`config.mk`:
```
export PLATFORM = sky130hd
export DESIGN_NAME = rgb_byte_assembler
export DESIGN_NICKNAME = d
export VERILOG_FILES = /design/src/rtl/rgb2grey_pkg.sv /design/src/rtl/pixel_pos_counter.sv /design/src/rtl/rgb_byte_assembler.sv
export SDC_FILE = /design/constraint.sdc
export NUM_CORES = 1
export LEC_CHECK = 0
export BUFFER_PORTS_ARGS = -buffer_cell sky130_fd_sc_hd__buf_2
export CAP_MARGIN = 20
export CORE_MARGIN = 2
export CORE_UTILIZATION = 50
export DETAILED_ROUTE_END_ITERATION = 8
export GPL_ROUTABILITY_DRIVEN = 0
export GPL_TIMING_DRIVEN = 0
export PLACE_DENSITY = 0.8
export SYNTH_ARGS = -nofsm -noshare
export SYNTH_HDL_FRONTEND = slang
export SYNTH_SLANG_ARGS = --single-unit
```
`constraint.sdc`:
```
create_clock -name clk -period 1.68 [get_ports clk]
set_input_delay 0 -clock clk [delete_from_list [all_inputs] [get_ports clk]]
set_output_delay 0 -clock clk [all_outputs]
set_load 0.03 [all_outputs]
```
`src/rtl/rgb2grey_pkg.sv`:
```
// Shared types and constants for the RGB-to-grey front end.
// Pixel field layout, assembler states and row padding helper.
package rgb2grey_pkg;

  typedef enum logic {
    COLLECT = 1'b0,
    PAD     = 1'b1
  } asm_state_t;

  localparam int R_MSB = 23;
  localparam int R_LSB = 16;
  localparam int G_MSB = 15;
  localparam int G_LSB = 8;
  localparam int B_MSB = 7;
  localparam int B_LSB = 0;

  // BMP rows are padded to a multiple of 4 bytes
  function automatic int pad_bytes(
    input int width,
    input bit row_pad
  );
    if (!row_pad) return 0;
    return (4 - ((3 * width) % 4)) % 4;
  endfunction

endpackage

```
`src/rtl/pixel_pos_counter.sv`:
```
// Column/row position tracker for a raster frame.
// Flags the last pixel of a row and of a frame at the current position.
module pixel_pos_counter #(
  parameter int IMG_WIDTH  = 640,
  parameter int IMG_HEIGHT = 480
) (
  input  logic clk,
  input  logic rst,
  input  logic advance,
  output logic eol,
  output logic eof
);

  localparam int CW = IMG_WIDTH > 1 ? $clog2(IMG_WIDTH) : 1;
  localparam int RW = IMG_HEIGHT > 1 ? $clog2(IMG_HEIGHT) : 1;
  localparam logic [CW-1:0] COL_LAST = CW'(IMG_WIDTH - 1);
  localparam logic [RW-1:0] ROW_LAST = RW'(IMG_HEIGHT - 1);

  logic [CW-1:0] col;
  logic [RW-1:0] row;

  assign eol = col == COL_LAST;
  assign eof = eol && row == ROW_LAST;

  always_ff @(posedge clk) begin
    if (rst) begin
      col <= '0;
      row <= '0;
    end else if (advance) begin
      if (eol) begin
        col <= '0;
        row <= eof ? '0 : row + 1'b1;
      end else begin
        col <= col + 1'b1;
      end
    end
  end

endmodule

```
`src/rtl/rgb_byte_assembler.sv`:
```
// Byte stream to packed 24-bit pixel assembler with BMP row padding skip.
// Emits framed pixels (eol/eof) on a valid/ready interface.
import rgb2grey_pkg::*;

module rgb_byte_assembler #(
  parameter int IMG_WIDTH  = 640,
  parameter int IMG_HEIGHT = 480,
  parameter bit BGR_ORDER  = 1'b1,
  parameter bit ROW_PAD    = 1'b1
) (
  input  logic        clk,
  input  logic        rst,
  input  logic [7:0]  s_byte,
  input  logic        s_valid,
  output logic        s_ready,
  output logic [23:0] m_rgb_pixel,
  output logic        m_valid,
  input  logic        m_ready,
  output logic        m_eol,
  output logic        m_eof
);

  localparam int PAD_BYTES = pad_bytes(IMG_WIDTH, ROW_PAD);
  localparam logic [1:0] PAD_LAST =
    2'(PAD_BYTES == 0 ? 0 : PAD_BYTES - 1);

  asm_state_t  state;
  asm_state_t  state_next;
  logic [1:0]  byte_idx;
  logic [1:0]  pad_cnt;
  logic [7:0]  stage0;
  logic [7:0]  stage1;
  logic [23:0] px_new;
  logic        accept;
  logic        load;
  logic        pos_eol;
  logic        pos_eof;

  assign s_ready = !rst && (state == PAD || byte_idx != 2'd2
                   || !m_valid || m_ready);
  assign accept  = s_valid && s_ready;
  assign load    = accept && state == COLLECT && byte_idx == 2'd2;

  always_comb begin
    px_new = '0;
    if (BGR_ORDER) begin
      px_new[R_MSB:R_LSB] = s_byte;
      px_new[G_MSB:G_LSB] = stage1;
      px_new[B_MSB:B_LSB] = stage0;
    end else begin
      px_new[R_MSB:R_LSB] = stage0;
      px_new[G_MSB:G_LSB] = stage1;
      px_new[B_MSB:B_LSB] = s_byte;
    end
  end

  always_comb begin
    state_next = state;
    unique case (state)
      COLLECT:
        if (load && pos_eol && PAD_BYTES != 0)
          state_next = PAD;
      PAD:
        if (accept && pad_cnt == PAD_LAST)
          state_next = COLLECT;
      default: state_next = COLLECT;
    endcase
  end

  always_ff @(posedge clk) begin
    if (rst) state <= COLLECT;
    else     state <= state_next;
  end

  always_ff @(posedge clk) begin
    if (rst) begin
      byte_idx    <= '0;
      pad_cnt     <= '0;
      stage0      <= '0;
      stage1      <= '0;
      m_valid     <= 1'b0;
      m_rgb_pixel <= '0;
      m_eol       <= 1'b0;
      m_eof       <= 1'b0;
    end else begin
      if (m_valid && m_ready) m_valid <= 1'b0;
      if (accept && state == PAD) begin
        pad_cnt <= pad_cnt == PAD_LAST ? 2'd0 : pad_cnt + 2'd1;
      end else if (accept) begin
        unique case (byte_idx)
          2'd0: begin
            stage0   <= s_byte;
            byte_idx <= 2'd1;
          end
          2'd1: begin
            stage1   <= s_byte;
            byte_idx <= 2'd2;
          end
          default: begin
            byte_idx    <= 2'd0;
            m_valid     <= 1'b1;
            m_rgb_pixel <= px_new;
            m_eol       <= pos_eol;
            m_eof       <= pos_eof;
          end
        endcase
      end
    end
  end

  pixel_pos_counter #(
    .IMG_WIDTH (IMG_WIDTH),
    .IMG_HEIGHT(IMG_HEIGHT)
  ) u_pos (
    .clk    (clk),
    .rst    (rst),
    .advance(load),
    .eol    (pos_eol),
    .eof    (pos_eof)
  );

endmodule

```
# After elaboration in Yosys (flattened, before gate mapping)
# Index checks and enable logic that the tools add are counted.
# Widths: inputs -> output; s select.
# word_totals
register_bits	67
output_inout_bits	28
word_cells	53
# op_classes
addsub	3
eq_ne	5
n_mux	9
n_bitwise	3
reduce_logical	22
# ops
cell	n
$add 10x1->10 const B	1
$eq 10x10->1 const B	1
$mux 10	1
$add 9x1->9 const B	1
$eq 9x9->1 const B	1
$mux 9	1
$reduce_and 3->1	3
$logic_and 1x1->1	8
$mux 1	5
$logic_not 2->1	2
$pmux 2 s2	1
$reduce_and 2->1	2
$reduce_or 2->1	2
$logic_or 1x1->1	3
$not 1->1	3
$add 2x1->2 const B	1
$eq 2x1->1 const B	1
$eq 2x2->1 const B	1
$logic_not 1->1	2
$mux 2	1
$ne 2x2->1 const B	1

# Depth between registers and ports, before layout
# Gate-level depths: netlist (run 1).
# logic_depth
depth_word	9
depth_mapped	7

# Hierarchy
# From an unflattened synthesis (run 1), not the netlist that was laid out.
# unflattened
cells_unflattened	321
area_unflattened_um2	3103.0
# modules_own_cells
module	instances	cells_each	area_each_um2	seq_area_each_um2
rgb_byte_assembler	1	214	2184.6	960.9
pixel_pos_counter	1	107	918.4	380.4

# Worst setup path before layout (run 1)
# No wires, ideal clock.
# synth_timing
path_kind	register -> register
startpoint	register m_valid
endpoint	register m_rgb_pixel[13]
setup_time_ps	71
arrival_ps	1533
required_time_ps	1609
slack_ps	76
path_stages_with_launch	7
path_buffers	2
synth_period_minus_slack_ps	1604
path_cell_list	dfxtp_1 -> nand2b_1 -> clkbuf_1 -> o21ai_2 -> clkbuf_1 -> nand2_1 -> a21oi_1
# synth_via
elab_chain_len	8
# synth_lines
item	line	text
start, declared	rgb_byte_assembler.sv:17	output logic m_valid,
start signal, assigned	rgb_byte_assembler.sv:81	m_valid <= 1'b0;
start signal, assigned	rgb_byte_assembler.sv:86	if (m_valid && m_ready) m_valid <= 1'b0;
start signal, assigned	rgb_byte_assembler.sv:101	m_valid <= 1'b1;
$logic_not 1->1 (*)	rgb_byte_assembler.sv:40	|| !m_valid || m_ready);
$logic_or 1x1->1 (*) (2 in a row)	rgb_byte_assembler.sv:40	
$logic_and 1x1->1 (*)	rgb_byte_assembler.sv:39	assign s_ready = !rst && (state == PAD || byte_idx != 2'd2
$logic_and 1x1->1 (*)	rgb_byte_assembler.sv:41	assign accept = s_valid && s_ready;
$logic_and 1x1->1	rgb_byte_assembler.sv:87	if (accept && state == PAD) begin
$not 1->1 (no source line)	--	
$reduce_and 3->1 (no source line) (*)	--	
end signal, assigned	rgb_byte_assembler.sv:102	m_rgb_pixel <= px_new;
end, declared	rgb_byte_assembler.sv:16	output logic [23:0] m_rgb_pixel,
# Every way passes the cells marked *; elsewhere a longest branch is shown, timed or not.
# A chain may end at the register's enable or synchronous reset.

# Final worst setup path (run 1)
# layout_timing
startpoint	register state
endpoint	register u_pos.row[4]
# layout_via
elab_chain_len	8
word_cells_on_any_way	9
# layout_lines
item	line	text
start, declared	rgb_byte_assembler.sv:27	asm_state_t state;
start signal, assigned	rgb_byte_assembler.sv:72	else state <= state_next;
$logic_or 1x1->1	rgb_byte_assembler.sv:39	
$logic_or 1x1->1 (2 in a row)	rgb_byte_assembler.sv:40	
$logic_and 1x1->1	rgb_byte_assembler.sv:39	
$logic_and 1x1->1	rgb_byte_assembler.sv:41	
$logic_and 1x1->1 (*) (2 in a row)	rgb_byte_assembler.sv:42	assign load = accept && state == COLLECT && byte_idx == 2'd2;
$reduce_and 2->1 (no source line) (*)	--	
end signal, assigned	pixel_pos_counter.sv:32	row <= eof ? '0 : row + 1'b1;
end, declared	pixel_pos_counter.sv:20	logic [RW-1:0] row;
# Marked as above.

==> flow_summary.yaml, run 1 <==
flow_run:
  maxCapViolations: 0
clock_tree:
  cts_tree: "done"
  clk_pin_slew_ps: 80
  root_buffer: "clkbuf_8"
  cts_buffers: 9
  cts.path.max_buffers: 2
  cts.sinks: 67
  insertion_delay_ps: 350
  h-tree-depth: 3
synth:
  ys_types: 39
  synth_compound_area_frac: 0.141
  synthTopCellsByCount: "dfxtp_1, nand2_1, a21oi_1"
  yosys.area_share.xor_xnor: 0.00629
  ys_async_sr_fraction: 0
  synth_warnings: 0
  synth_top_family_by_area: "simple AND/OR/NAND/NOR gates"
  postSynthCellCount: 322
  synth_flop_cell: "dfxtp_1"
  ys_ff_latch: 67
  synth_top_area_frac: 0.481
  seq_area_frac_synth: 0.481
  synthMuxAreaShare: 0.0611
  syn_nets: 338
  yosys.area_share.adder: 0.0180
  syn_area_per_cell_um2: 8.65
  synthSimpleGateAreaFrac: 0.242
  synth_area_um2: 2790
  synth_top_cell_by_area: "dfxtp_1"
  synth_area_leaders: "dfxtp_1, nand2_1, a21oi_1, mux2i_1, nor2_1"
  synth-edff-count: 0
place:
  post-place-ws_ps: -137
  place_area_um2: 3070
  port-buffer-count: 38
  dp_cells: 432
  dp_hpwl_um: 4430
detailed_routing:
  viasPerCell: 5.52
  drc: 0
  drt_first_pass_iters: 4
  wl_um: 6780
  postRouteAntennaNets: 0
  via_count: 2574
  wl_per_cell_um: 14.6
  drt_iter0_markers: 201
timing:
  hold_viol: 0
  fin_skew_ps: 8.76
  period_share: 0.959
  setup_viol: 0
  timing.final.crit_period_ps: 1610
  maxSlewHeadroom: 0.619
  postLayoutSetupSlackWorst_ps: 69.6
  worst_pin_slew_ps: 572
  slew_violations: 0
  fmax_mhz: 621
floorplan:
  rows: 27
  ioPinCount: 40
  die_y_um: 78.7
  dieArea_um2: 6190
  core_area_um2: 5440
  initial_utilization: 0.512
  fp.dieW_um: 78.7
global_routing:
  track_usage: 0.224
  grt_pass1_wl_um: 11000
  grt_pass1_vias: 2444
  grt_max_degree: 14
  antenna_found_initial: 0
  grt_overflow: 0
critical_path:
  start_kind: "register"
  crit_required_ps: 1950
  cp.arrival_ps: 1880
  worstSetupPathType: "reg -> reg"
  crit_path_max_fanout: 8
  endpoint_kind: "register"
power:
  vdd_drop_max_uv: 648
  totalPowerFinal_uw: 3170
  p_leak_uw: 0.00136
  power_density_nw_per_um2: 894
hold_path:
  min_path_type: "in -> reg"
cells_and_area:
  final_nets: 405
  drive_gt1_frac: 0.254
  fillers: 422
  stdcell_count: 466
  postLayoutCellArea_um2: 3540
  antenna_cells: 0
  area_delta_synth_final_pct: 27.2
run_status:
  run_status: "completed"
-- power by group --
part / internal [uW] / leakage, uW / switching, uW / total (uW)
registers: 1600 / 0.000546 / 12.5 / 1620
clock network: 695 / 0.0000962 / 666 / 1360
logic: 82.1 / 0.000716 / 109 / 191
-- worst paths after layout --
| check | slack [ps] | end | cells after the start | start |
|---|---|---|---|---|
| setup reg to reg | 70 | u_pos.row[4] | 5 | state |
| hold / removal | 50 | u_pos.row[3] | 4 | rst |
| hold reg to reg | 450 | m_eof | 2 | m_eof |
| setup / recovery | 70 | u_pos.row[4] | 5 | state |
-- metal layers --
layer  up-vias  GRT usage  share of wire
met5         -          0              0
met2        76      0.381           0.50
met3        17     0.0506          0.050
met4         0     0.0842          0.022
li1       1253          -              -
met1      1228      0.276           0.43
-- per-stage QoR --
stage	hold slack [ps]	setup TNS [ps]	utilization
2_1_floorplan	97.1	0	-
3_3_place_gp	261	-291	0.564
3_5_place_dp	275	-1190	0.564
4_1_cts	23.2	0	0.627
5_1_grt	74.0	-80.2	0.651
6_report	51.8	0	0.651
-- registers in the layout, indices dropped and copies added (netlist names) --
name         count
u_pos.row        9
m_eol            1
state            1
m_rgb_pixel     24
stage0           8
m_valid          1
byte_idx         2
m_eof            1
stage1           8
pad_cnt          2
u_pos.col       10
-- worst max-delay path: stages, from the launching register on --
cell      delay (ps)
dfxtp_2          350
and4bb_1         270
buf_6            130
nand3_4          140
or4_4            510
a21oi_1          140
-- cell type report --
class	count	area, um2	area share
repair buffers	57	370	0.105
flip-flops and latches	67	1360	0.383
well taps	72	90.1	0.0254
plain buffers	18	124	0.0350
clock inverters	7	76.3	0.0215
inverters	11	41.3	0.0117
clock buffers	9	124	0.0350
multi-input cells	225	1360	0.383
-- placed cells by master (no fill, tap or decap), types with 3 or more instances in the layout --
| cell type | netlist | routed |
|---|---|---|
| dfxtp_1 | 67 | 59 |
| o21ai_0 | 7 | 7 |
| nand4_1 | 8 | 8 |
| clkbuf_1 | 7 | 4 |
| nand3_1 | 10 | 10 |
| o211ai_1 | 3 | 3 |
| or4_1 | 6 | 4 |
| buf_6 | 2 | 5 |
| nor2_1 | 23 | 23 |
| clkbuf_8 | 0 | 9 |
| dlygate4sd3_1 | 0 | 10 |
| buf_4 | 1 | 10 |
| mux2i_1 | 17 | 16 |
| a211oi_1 | 3 | 3 |
| dfxtp_2 | 0 | 5 |
| a21oi_1 | 40 | 39 |
| nand2_1 | 67 | 67 |
| o31ai_1 | 5 | 4 |
| dfxtp_4 | 0 | 3 |
| buf_2 | 7 | 39 |
| or3_1 | 7 | 7 |
| inv_1 | 11 | 10 |
-- cells by family after synthesis --
| group | count (synthesis) |
|---|---|
| buf+inv | 30 |
| fa+ha+maj | 4 |
| simple gates | 135 |
| mux | 17 |
| compound gates | 67 |
| xor+xnor | 2 |
| flops | 67 |
-- what timing repair did --
item                       CTS  global route
hold endpoints to repair    28             0
hold buffers                10             0
gates resized for setup      8            32
setup endpoints to repair   35            45
pin swaps                    2             1
setup buffers                2             7
(Power assumes the default switching activity.)
==> run 2, diff against run 1 <==
Settings changed: PLACE_DENSITY 0.8 to 0.79, RECOVER_POWER from default to 25, SYNTH_HIERARCHICAL from default to 1.
==> run 2 against run 1 <==
Against the previous run:
- the flow now finishes with violations (negative setup slack)
- sequential share of layout area shrank 4.7 points
- critical path type unchanged
- sequential power is essentially flat
- worst hold slack lost 21 ps
- largest power group unchanged
- total power grew 11%
- clock-buffer cell count grew 1
- worst setup slack lost 440 ps
- cell area grew 14%
- highest routed layer unchanged
- first-iteration DRC count shrank 40%
- core utilization grew 2.6 points
- register-to-register slack lost 440 ps
- die area grew 11%
==> flow_summary.yaml, run 2 <==
timing:
  slew_violations: 0
  setup_viol: 17
  fmax_mhz: 488
  maxSlewHeadroom: 0.512
  worst_pin_slew_ps: 731
  grt_setup_unrepaired: "true"
  period_share: 1.22
  postLayoutSetupSlackWorst_ps: -370
  hold_viol: 0
  setup-tns-final_ps: -3140
  timing.final.crit_period_ps: 2050
  fin_skew_ps: 6.44
synth:
  synth_warnings: 6
  postSynthCellCount: 321
  ys_async_sr_fraction: 0
  synth_flop_cell: "dfxtp_1"
  syn_area_per_cell_um2: 9.67
  synthTopCellsByCount: "dfxtp_1, nand2b_1, o21ai_0"
  synth-edff-count: 0
  synth_top_area_frac: 0.432
  synth_area_leaders: "dfxtp_1, nand3_2, a21oi_2, mux2i_1, nand2b_1"
  synth_top_cell_by_area: "dfxtp_1"
  syn_nets: 337
  ys_types: 48
  ys_ff_latch: 67
  synth_area_um2: 3100
  yosysMostFrequentCell: "dfxtp_1"
  seq_area_frac_synth: 0.432
detailed_routing:
  via_count: 2623
  drt_iter0_markers: 120
  viasPerCell: 5.52
  drt_first_pass_iters: 6
  postRouteAntennaNets: 0
  wl_um: 7200
  wl_per_cell_um: 15.2
  drc: 0
critical_path:
  r2r-end: "u_pos/row[8]"
  cp_cell_sequence: "nand4bb_4 > nor3b_4 > nand4_1 > or3_1 > buf_6 > buf_4 > o31ai_4 > a21oi_1"
  cpPeakStageDelay_ps: 390
  path_buf_inv: 2
  worstSetupPathType: "reg -> reg"
  cp_slowest_cell: "or3_1"
  endpoint_kind: "register"
  crit_family: "simple AND/OR/NAND/NOR gates"
  r2r_slack_ps: -370
  crit_required_ps: 1890
  crit_path_max_fanout: 7
  rr_startpoint: "state"
  worstRegToRegCells: 8
  start_kind: "register"
  cp.arrival_ps: 2260
  startpoint: "state"
floorplan:
  rows: 28
  initial_utilization: 0.521
  die_y_um: 82.8
  core_area_um2: 5960
  ioPinCount: 40
  dieArea_um2: 6850
  fp.dieW_um: 82.8
cells_and_area:
  drive_gt1_frac: 0.363
  final_common_cell: "dfxtp_1"
  final_nets: 411
  top_register: "m_rgb_pixel"
  area_delta_synth_final_pct: 30.0
  top_regs: "m_rgb_pixel x24, u_pos/col x10, u_pos/row x9"
  postLayoutCellArea_um2: 4030
  largest_reg_flops: 24
  layout_common_cells: "dfxtp_1, buf_2, nand2b_1, nand3_2, a21oi_2"
  antenna_cells: 0
global_routing:
  grt_pass1_wl_um: 11800
  grt-busiest-layer: "met2"
  met1_usage: 0.270
  met2_usage: 0.392
  grt_max_degree: 13
  grt_pass1_vias: 2584
  antenna_found_initial: 0
  track_usage: 0.226
  gr-usage-met3: 0.0606
  grt_overflow: 0
hold_path:
  whs_path_depth: 3
  min_path_type: "in -> reg"
  hold_start: "m_ready"
  min_to: "m_valid"
clock_tree:
  root_buffer: "clkbuf_8"
  clk_pin_slew_ps: 70
  cts.sinks: 67
  cts.path.max_buffers: 2
  insertion_delay_ps: 340
  h-tree-depth: 3
  cts_buffers: 9
  cts_tree: "done"
place:
  dp_hpwl_um: 4440
  place_area_um2: 3420
  port-buffer-count: 39
  post-place-ws_ps: -1060
power:
  p_leak_uw: 0.00154
  vdd_drop_max_uv: 565
  power_density_nw_per_um2: 872
run_status:
  run_status: "finished, violations left"
  failed_checks: "negative setup slack"
flow_run:
  maxCapViolations: 0
-- run 2: how the worst max path moves through the flow --
stage | to | slack [ps] | depth (start not counted)
floorplan | u_pos/row[7] | -790 | 9
global placement | u_pos/row[3] | -1010 | 9
detailed placement | u_pos/row[3] | -1060 | 9
CTS | u_pos/row[3] | -350 | 8
global route | u_pos/row[7] | -460 | 7
finish | u_pos/row[8] | -370 | 8
-- run 2: area by class of cell --
class / count / area, um2
Multi-Input combinational cell: 220 / 1700
Inverter: 13 / 48.8
Sequential cell: 67 / 1360
Clock inverter: 6 / 111
Timing Repair Buffer: 66 / 439
Tap cell: 75 / 93.8
Clock buffer: 10 / 138
Buffer: 18 / 149
Fill cell: 486 / 1920
-- run 2: routing by layer --
layer | wire, um | vias up | share of wire
met5 | 0 | - | 0
met4 | 107 | 0 | 0.015
met3 | 269 | 13 | 0.037
met2 | 3570 | 61 | 0.50
met1 | 3260 | 1274 | 0.45
li1 | - | 1275 | -
-- run 2: repair_timing --
action / CTS / global route
gates cloned: 0 / 0
setup endpoints to repair: 19 / 28
hold endpoints to repair: 27 / 0
hold buffers: 9 / 0
buffers inserted: 17 / 4
pin swaps: 21 / 7
resized for setup: 31 / 13
-- run 2: metrics by stage --
stage / utilization / hold WS [ps] / cells / power, uW
finish: 0.677 / 30.5 / 475 / 3520
global route: 0.677 / 24.1 / 475 / 3630
CTS: 0.669 / 8.84 / 474 / 3550
detailed placement: 0.574 / 265 / 435 / 1890
global placement: 0.574 / 257 / 435 / 1880
floorplan: - / 86.2 / 321 / 1820
-- run 2: report_power, final --
part	leakage (uW)	internal (uW)	total (uW)	switching [uW]
logic	0.000875	92.1	219	127
clock network	0.000123	1030	1650	618
registers	0.000545	1620	1650	32.3
-- run 2: kinds of logic (layout without fill, tap and decap cells) --
family / Yosys count / count (layout) / synth area share
AO/OA/AOI/OAI: 74 / 74 / 0.150
XOR/XNOR: 10 / 10 / 0.0282
adder cells (fa/ha/maj): 4 / 4 / 0.0161
buffers and inverters: 34 / 113 / 0.0669
flip-flops: 67 / 67 / 0.432
multiplexers: 17 / 17 / 0.0548
AND/OR/NAND/NOR: 115 / 115 / 0.251
-- run 2: worst reg2reg max path, cell delays in order (launching register included) --
cell and delay (ps):
dfxtp_4 350, nand4bb_4 210, nor3b_4 240, nand4_1 150, or3_1 390, buf_6 140
buf_4 140, o31ai_4 200, a21oi_1 110
